==> config.mk <==
export PLATFORM = sky130hd
export DESIGN_NAME = writeback_arbiter
export DESIGN_NICKNAME = d
export VERILOG_FILES = /design/src/rtl/writeback_arbiter.sv
export SDC_FILE = /design/constraint.sdc
export NUM_CORES = 1
export LEC_CHECK = 0
export ABC_AREA = 1
export ABC_CLOCK_PERIOD_IN_PS = 1500
export BUFFER_PORTS_ARGS = -buffer_cell sky130_fd_sc_hd__buf_2
export CORE_ASPECT_RATIO = 0.9
export CORE_UTILIZATION = 41
export CTS_CLUSTER_SIZE = 40
export DETAILED_ROUTE_END_ITERATION = 10
export PLACE_DENSITY_LB_ADDON = 0.2
export SYNTH_ARGS = -nofsm -noshare
export SYNTH_HDL_FRONTEND = slang
export SYNTH_SLANG_ARGS = --single-unit
==> constraint.sdc <==
create_clock -name clk -period 1.5 [get_ports clk]
set_clock_uncertainty 0.15 [all_clocks]
set_input_delay 0.225 -clock clk [delete_from_list [all_inputs] [get_ports clk]]
set_output_delay 0.225 -clock clk [all_outputs]
set_load 0.005 [all_outputs]
==> src/rtl/writeback_arbiter.sv <==
// Writeback arbiter: picks one of the ALU or load results per cycle for the register file.
// Loads win a collision, but after MAX_STREAK load grants in a row a waiting ALU result goes next.
module writeback_arbiter #(
  parameter int DATA_WIDTH     = 16,
  parameter int REG_ADDR_WIDTH = 3,
  parameter int MAX_STREAK     = 3
) (
  input  logic                      clk,
  input  logic                      rst_n,
  input  logic                      alu_valid,
  input  logic [REG_ADDR_WIDTH-1:0] alu_rd,
  input  logic [DATA_WIDTH-1:0]     alu_data,
  output logic                      alu_ready,
  input  logic                      mem_valid,
  input  logic [REG_ADDR_WIDTH-1:0] mem_rd,
  input  logic [DATA_WIDTH-1:0]     mem_data,
  output logic                      mem_ready,
  output logic                      MemToReg,
  output logic                      RegWrite,
  output logic [REG_ADDR_WIDTH-1:0] wb_addr,
  output logic [DATA_WIDTH-1:0]     wb_data
);

  localparam int SW = ($clog2(MAX_STREAK + 1) < 1) ? 1 : $clog2(MAX_STREAK + 1);
  localparam logic [SW-1:0] MAX_S = SW'(MAX_STREAK);
  localparam logic [SW-1:0] ONE   = SW'(1);

  typedef enum logic [1:0] {
    IDLE   = 2'd0,
    WB_ALU = 2'd1,
    WB_MEM = 2'd2
  } state_e;

  state_e                      state_q, state_d;
  logic [SW-1:0]               streak_q, streak_d;
  logic                        mem_gnt, alu_gnt;
  logic                        sel_q;
  logic [REG_ADDR_WIDTH-1:0]   addr_q;
  logic [DATA_WIDTH-1:0]       data_q;

  // Readies are forced low while reset is held, so nothing can transfer then.
  always_comb begin
    mem_gnt  = 1'b0;
    alu_gnt  = 1'b0;
    if (rst_n) begin
      if (mem_valid && (!alu_valid || (streak_q < MAX_S))) begin
        mem_gnt = 1'b1;
      end else if (alu_valid) begin
        alu_gnt = 1'b1;
      end
    end

    streak_d = streak_q;
    if (!alu_valid || alu_gnt) begin
      streak_d = '0;
    end else if (mem_gnt && (streak_q < MAX_S)) begin
      streak_d = streak_q + ONE;
    end

    if (mem_gnt) begin
      state_d = WB_MEM;
    end else if (alu_gnt) begin
      state_d = WB_ALU;
    end else begin
      state_d = IDLE;
    end
  end

  assign alu_ready = alu_gnt;
  assign mem_ready = mem_gnt;

  always_ff @(posedge clk or negedge rst_n) begin
    if (!rst_n) begin
      state_q  <= IDLE;
      streak_q <= '0;
      sel_q    <= 1'b0;
      addr_q   <= '0;
      data_q   <= '0;
    end else begin
      state_q  <= state_d;
      streak_q <= streak_d;
      case (state_d)
        WB_MEM: begin
          sel_q  <= 1'b1;
          addr_q <= mem_rd;
          data_q <= mem_data;
        end
        WB_ALU: begin
          sel_q  <= 1'b0;
          addr_q <= alu_rd;
          data_q <= alu_data;
        end
        default: begin
          sel_q  <= sel_q;
          addr_q <= addr_q;
          data_q <= data_q;
        end
      endcase
    end
  end

  assign RegWrite = (state_q != IDLE);
  assign MemToReg = sel_q;
  assign wb_addr  = addr_q;
  assign wb_data  = data_q;

endmodule

# Yosys cells after proc, flatten, opt, wreduce, memory -nomap -nowiden
# Cells that the tools add are included.
# op_classes
add_sub_neg	1
n_mul	0
div	0
order_cmp	1
eq_ne	2
shifts	0
n_mux	12
bitwise	0
n_reduce_logical	8
# ops
op	n
16-bit case mux with 2 select lines	1
1-bit two-way mux	6
2-bit two-way mux	3
3-bit case mux with 2 select lines	1
2-bit nonzero test	3
2-bit by 1-bit adder with 2-bit output, second input constant	1
2-bit by 1-bit == test with 1-bit output, second input constant	1
2-bit == test, second input constant	1
1-bit logical AND	2
1-bit logical OR	2
2-bit < comparator, second input constant	1
1-bit case mux with 2 select lines	1
1-bit zero test	1
# word_totals
reg_bits	24
latchBits	0
ram_bits	0
mem_bits_ro	0
n_memories	0

# Depth between registers and ports, before layout
# depth
word_depth	9
mapped_depth	8
mapped_depth_nobuf	7

# Least setup slack after synthesis
# Ideal clock, no wire load.
# synth_path
kind	register -> output
start	reg streak_q[0]
end	out alu_ready
t_arrival_ns	1.037
slack_ns	0.088
path_stages_with_launch	7
path_buffers	1
path_cell_list	dfrtp_1 -> ha_1 -> nand2_2 -> nand2_2 -> nand2_2 -> buf_2 -> inv_1
# synth_between
elab_chain_cells	5
# synth_rtl
element	line	rtl
start: declaration	35	logic [SW-1:0] streak_q, streak_d;
start signal: assignment	81	streak_q <= streak_d;
2-bit < comparator	46	if (mem_valid && (!alu_valid || (streak_q < MAX_S))) begin
1-bit logical OR	46	
1-bit logical AND	46	
1-bit two-way mux	46	
1-bit two-way mux	45	if (rst_n) begin
end: declaration	13	output logic alu_ready,
# Every way passes these cells.

# Worst setup path after layout
# Same ends and word-level chain as after synthesis.

==> run summary <==
WHS = 0.0911 ns
FP Rows = 19
Die W = 62.8 um
Ranking of synthesized cells by area = dfrtp_1, nand2_1, nand3_1
CTS tree = done
Worst Hold Class = input pin to flip-flop
Period utilization = 107%
Total Power = 1.74 mW
IO Pins = 65
Max-Cap Viols = 0
GRT Residual Overflow = 0
# nets final = 312
RSZ-0062 raised after global routing = true
Worst skew pair latency = 0.26 ns
Share of cells above drive strength 1 = 36.2%
Startpoint types = flip-flop
Clock H-tree levels = 1
Slew headroom = 82.5%
PD cells = 898 nW/um2
Worst Setup SP = streak_q[0]
DR WL/cell = 11.2 um
Syn. warnings = 0
Worst Slack Setup Final = -0.102 ns
Final setup violation count = 19
Vias per cell = 4.60
Most common cell after layout, fill and taps aside = buf_2
CTS buffer count = 3
Via count = 1,426
Reg clk slew, reported paths = 0.09 ns
DRC = 0
Synthesized flop and latch total = 24
Status = finished with violations
Hold_sp = mem_data[15]
Slew @ Worst Pin = 0.263 ns
TNS Setup = -0.817 ns
Cell taking the most area after synthesis = dfrtp_1
Post-Route Utilization = 62.2%
Total GRT Usage = 19.8%
Largest net degree at the start of global routing = 21
Top cell type's share of synthesized area = 44.0%
Synthesized area = 1360 um2
Yosys cell types = 15
Core box area = 3110 um2
LEAKAGE = 1.25 nW
Syn Nets = 234
CP Data Arrival Time = 1.23 ns
CP max FO = 3
First-pass GRT wire length = 5.62 mm
Crit Path Category = flip-flop to primary output
Grt peak-use layer = met2
Diode count = 0
DR pass1 iterations = 4
Grt met2 use = 31.1%
Maximum vdd ir drop = 0.633 mV
Fin. Hold Viols = 0
Failing checks = setup timing
M3 GR Usage = 4.27%
F_max = 0.624 GHz
Area growth syn-to-layout = 42.0%
Number of fillers in the final layout = 299
Sequential share of the synthesized area = 44.0%
Chip height = 56.7 um
Sink Count = 24
Vias in the first global route = 1,274
CTS root buf = clkbuf_8
Met1 GRT Util = 28.2%
Detail Route Antenna Nets = 0
HPWL Detailed = 2.29 mm
Tmin final = 1.60 ns
DRT iter0 DRCs = 73
GP Congestion = 0.771
Max Root-Sink Buffers = 2
Post-Synthesis Cells = 191
Worst path required time = 1.12 ns
Most frequent cells in the layout = buf_2, nand2_1, inv_1
Slew Viols, Final = 0
IO buf count = 64
Die footprint = 3560 um2
Reg2Reg Launch Point = streak_q[0]
Avg Synthesized Cell Area = 7.14 um2
Critical Path Sink Type = primary output
Number of antenna violations at the first check in global routing = 0
Starting Density = 43.8%
Post-Route WL = 3.48 mm
Dpl ws = -0.00501 ns
[registers in the layout, summed over array words and instances (netlist names)]
name / flops
wb_data: 16
wb_addr: 3
state_q: 2
streak_q: 2
MemToReg: 1
[power by group]
part | total, mW | internal [mW] | switching [mW]
registers | 0.772 | 0.726 | 0.0456
logic | 0.402 | 0.197 | 0.205
clock network | 0.566 | 0.357 | 0.210
[metal layers]
layer | up-vias | share of wire, %
met5 | - | 0
met3 | 4 | 4.5
met1 | 647 | 49
met2 | 48 | 46
li1 | 727 | -
met4 | 0 | 0.95
[path summary, 6_finish.rpt]
path | end | slack (ns) | cells after the start
min in group asynchronous | wb_data[15] | 0.37 | 3
worst min-delay path | wb_data[15] | 0.09 | 5
worst max register to register | wb_data[14] | -0.06 | 9
worst min register to register | wb_addr[1] | 0.33 | 2
worst max-delay path | alu_ready | -0.10 | 6
max in group asynchronous | wb_data[8] | 0.62 | 3
[repair_timing]
| item | CTS | global route |
|---|---|---|
| setup buffers | 3 | 3 |
| gates resized for setup | 4 | 5 |
| hold buffers | 2 | 0 |
| endpoints found under the hold margin | 24 | 0 |
| setup endpoints to repair | 16 | 23 |
| gates cloned | 0 | 1 |
| pin swaps | 2 | 2 |
[cell families (layout without fill, tap and decap cells)]
logic type,count (synthesis),count (layout),synth area share [%]
flops,24,24,44.0
buf+inv,54,131,18.3
fa+ha+maj,1,1,0.917
simple gates,112,112,36.7
[cell usage after synthesis]
master and n:
or2_2 1, nand3_1 38, nor2_1 1, nand2_2 5, inv_1 43, buf_4 1, buf_2 3, nand4_1 2
ha_1 1, nand3_2 2, nand2_1 63, buf_6 4, inv_2 2, dfrtp_1 24, clkbuf_8 1
[metrics by stage]
stage                     instance area, um2  cells
final                                   1940    310
after global routing                    1940    310
after CTS                               1870    306
after detailed placement                1750    297
after global placement                  1750    297
after floorplan                         1360    191
[area by class of cell]
class                      instances  area [um2]  share of cell area [%]
timing repair buffer              82         503                    26.0
tap                               42        52.6                    2.71
inverter                          45         171                    8.85
clock inverter                     1        30.0                    1.55
multi-input combinational        113         538                    27.8
sequential                        24         601                    31.0
clock buffer                       3        41.3                    2.13
[critical path, stage by stage (launching register included)]
cell     delay, ns
dfrtp_1       0.40
ha_2          0.21
nand2_4       0.09
nand2_4       0.07
nand2_4       0.06
inv_2         0.03
buf_2         0.11
Note: power is estimated with default switching activity, not from simulation.
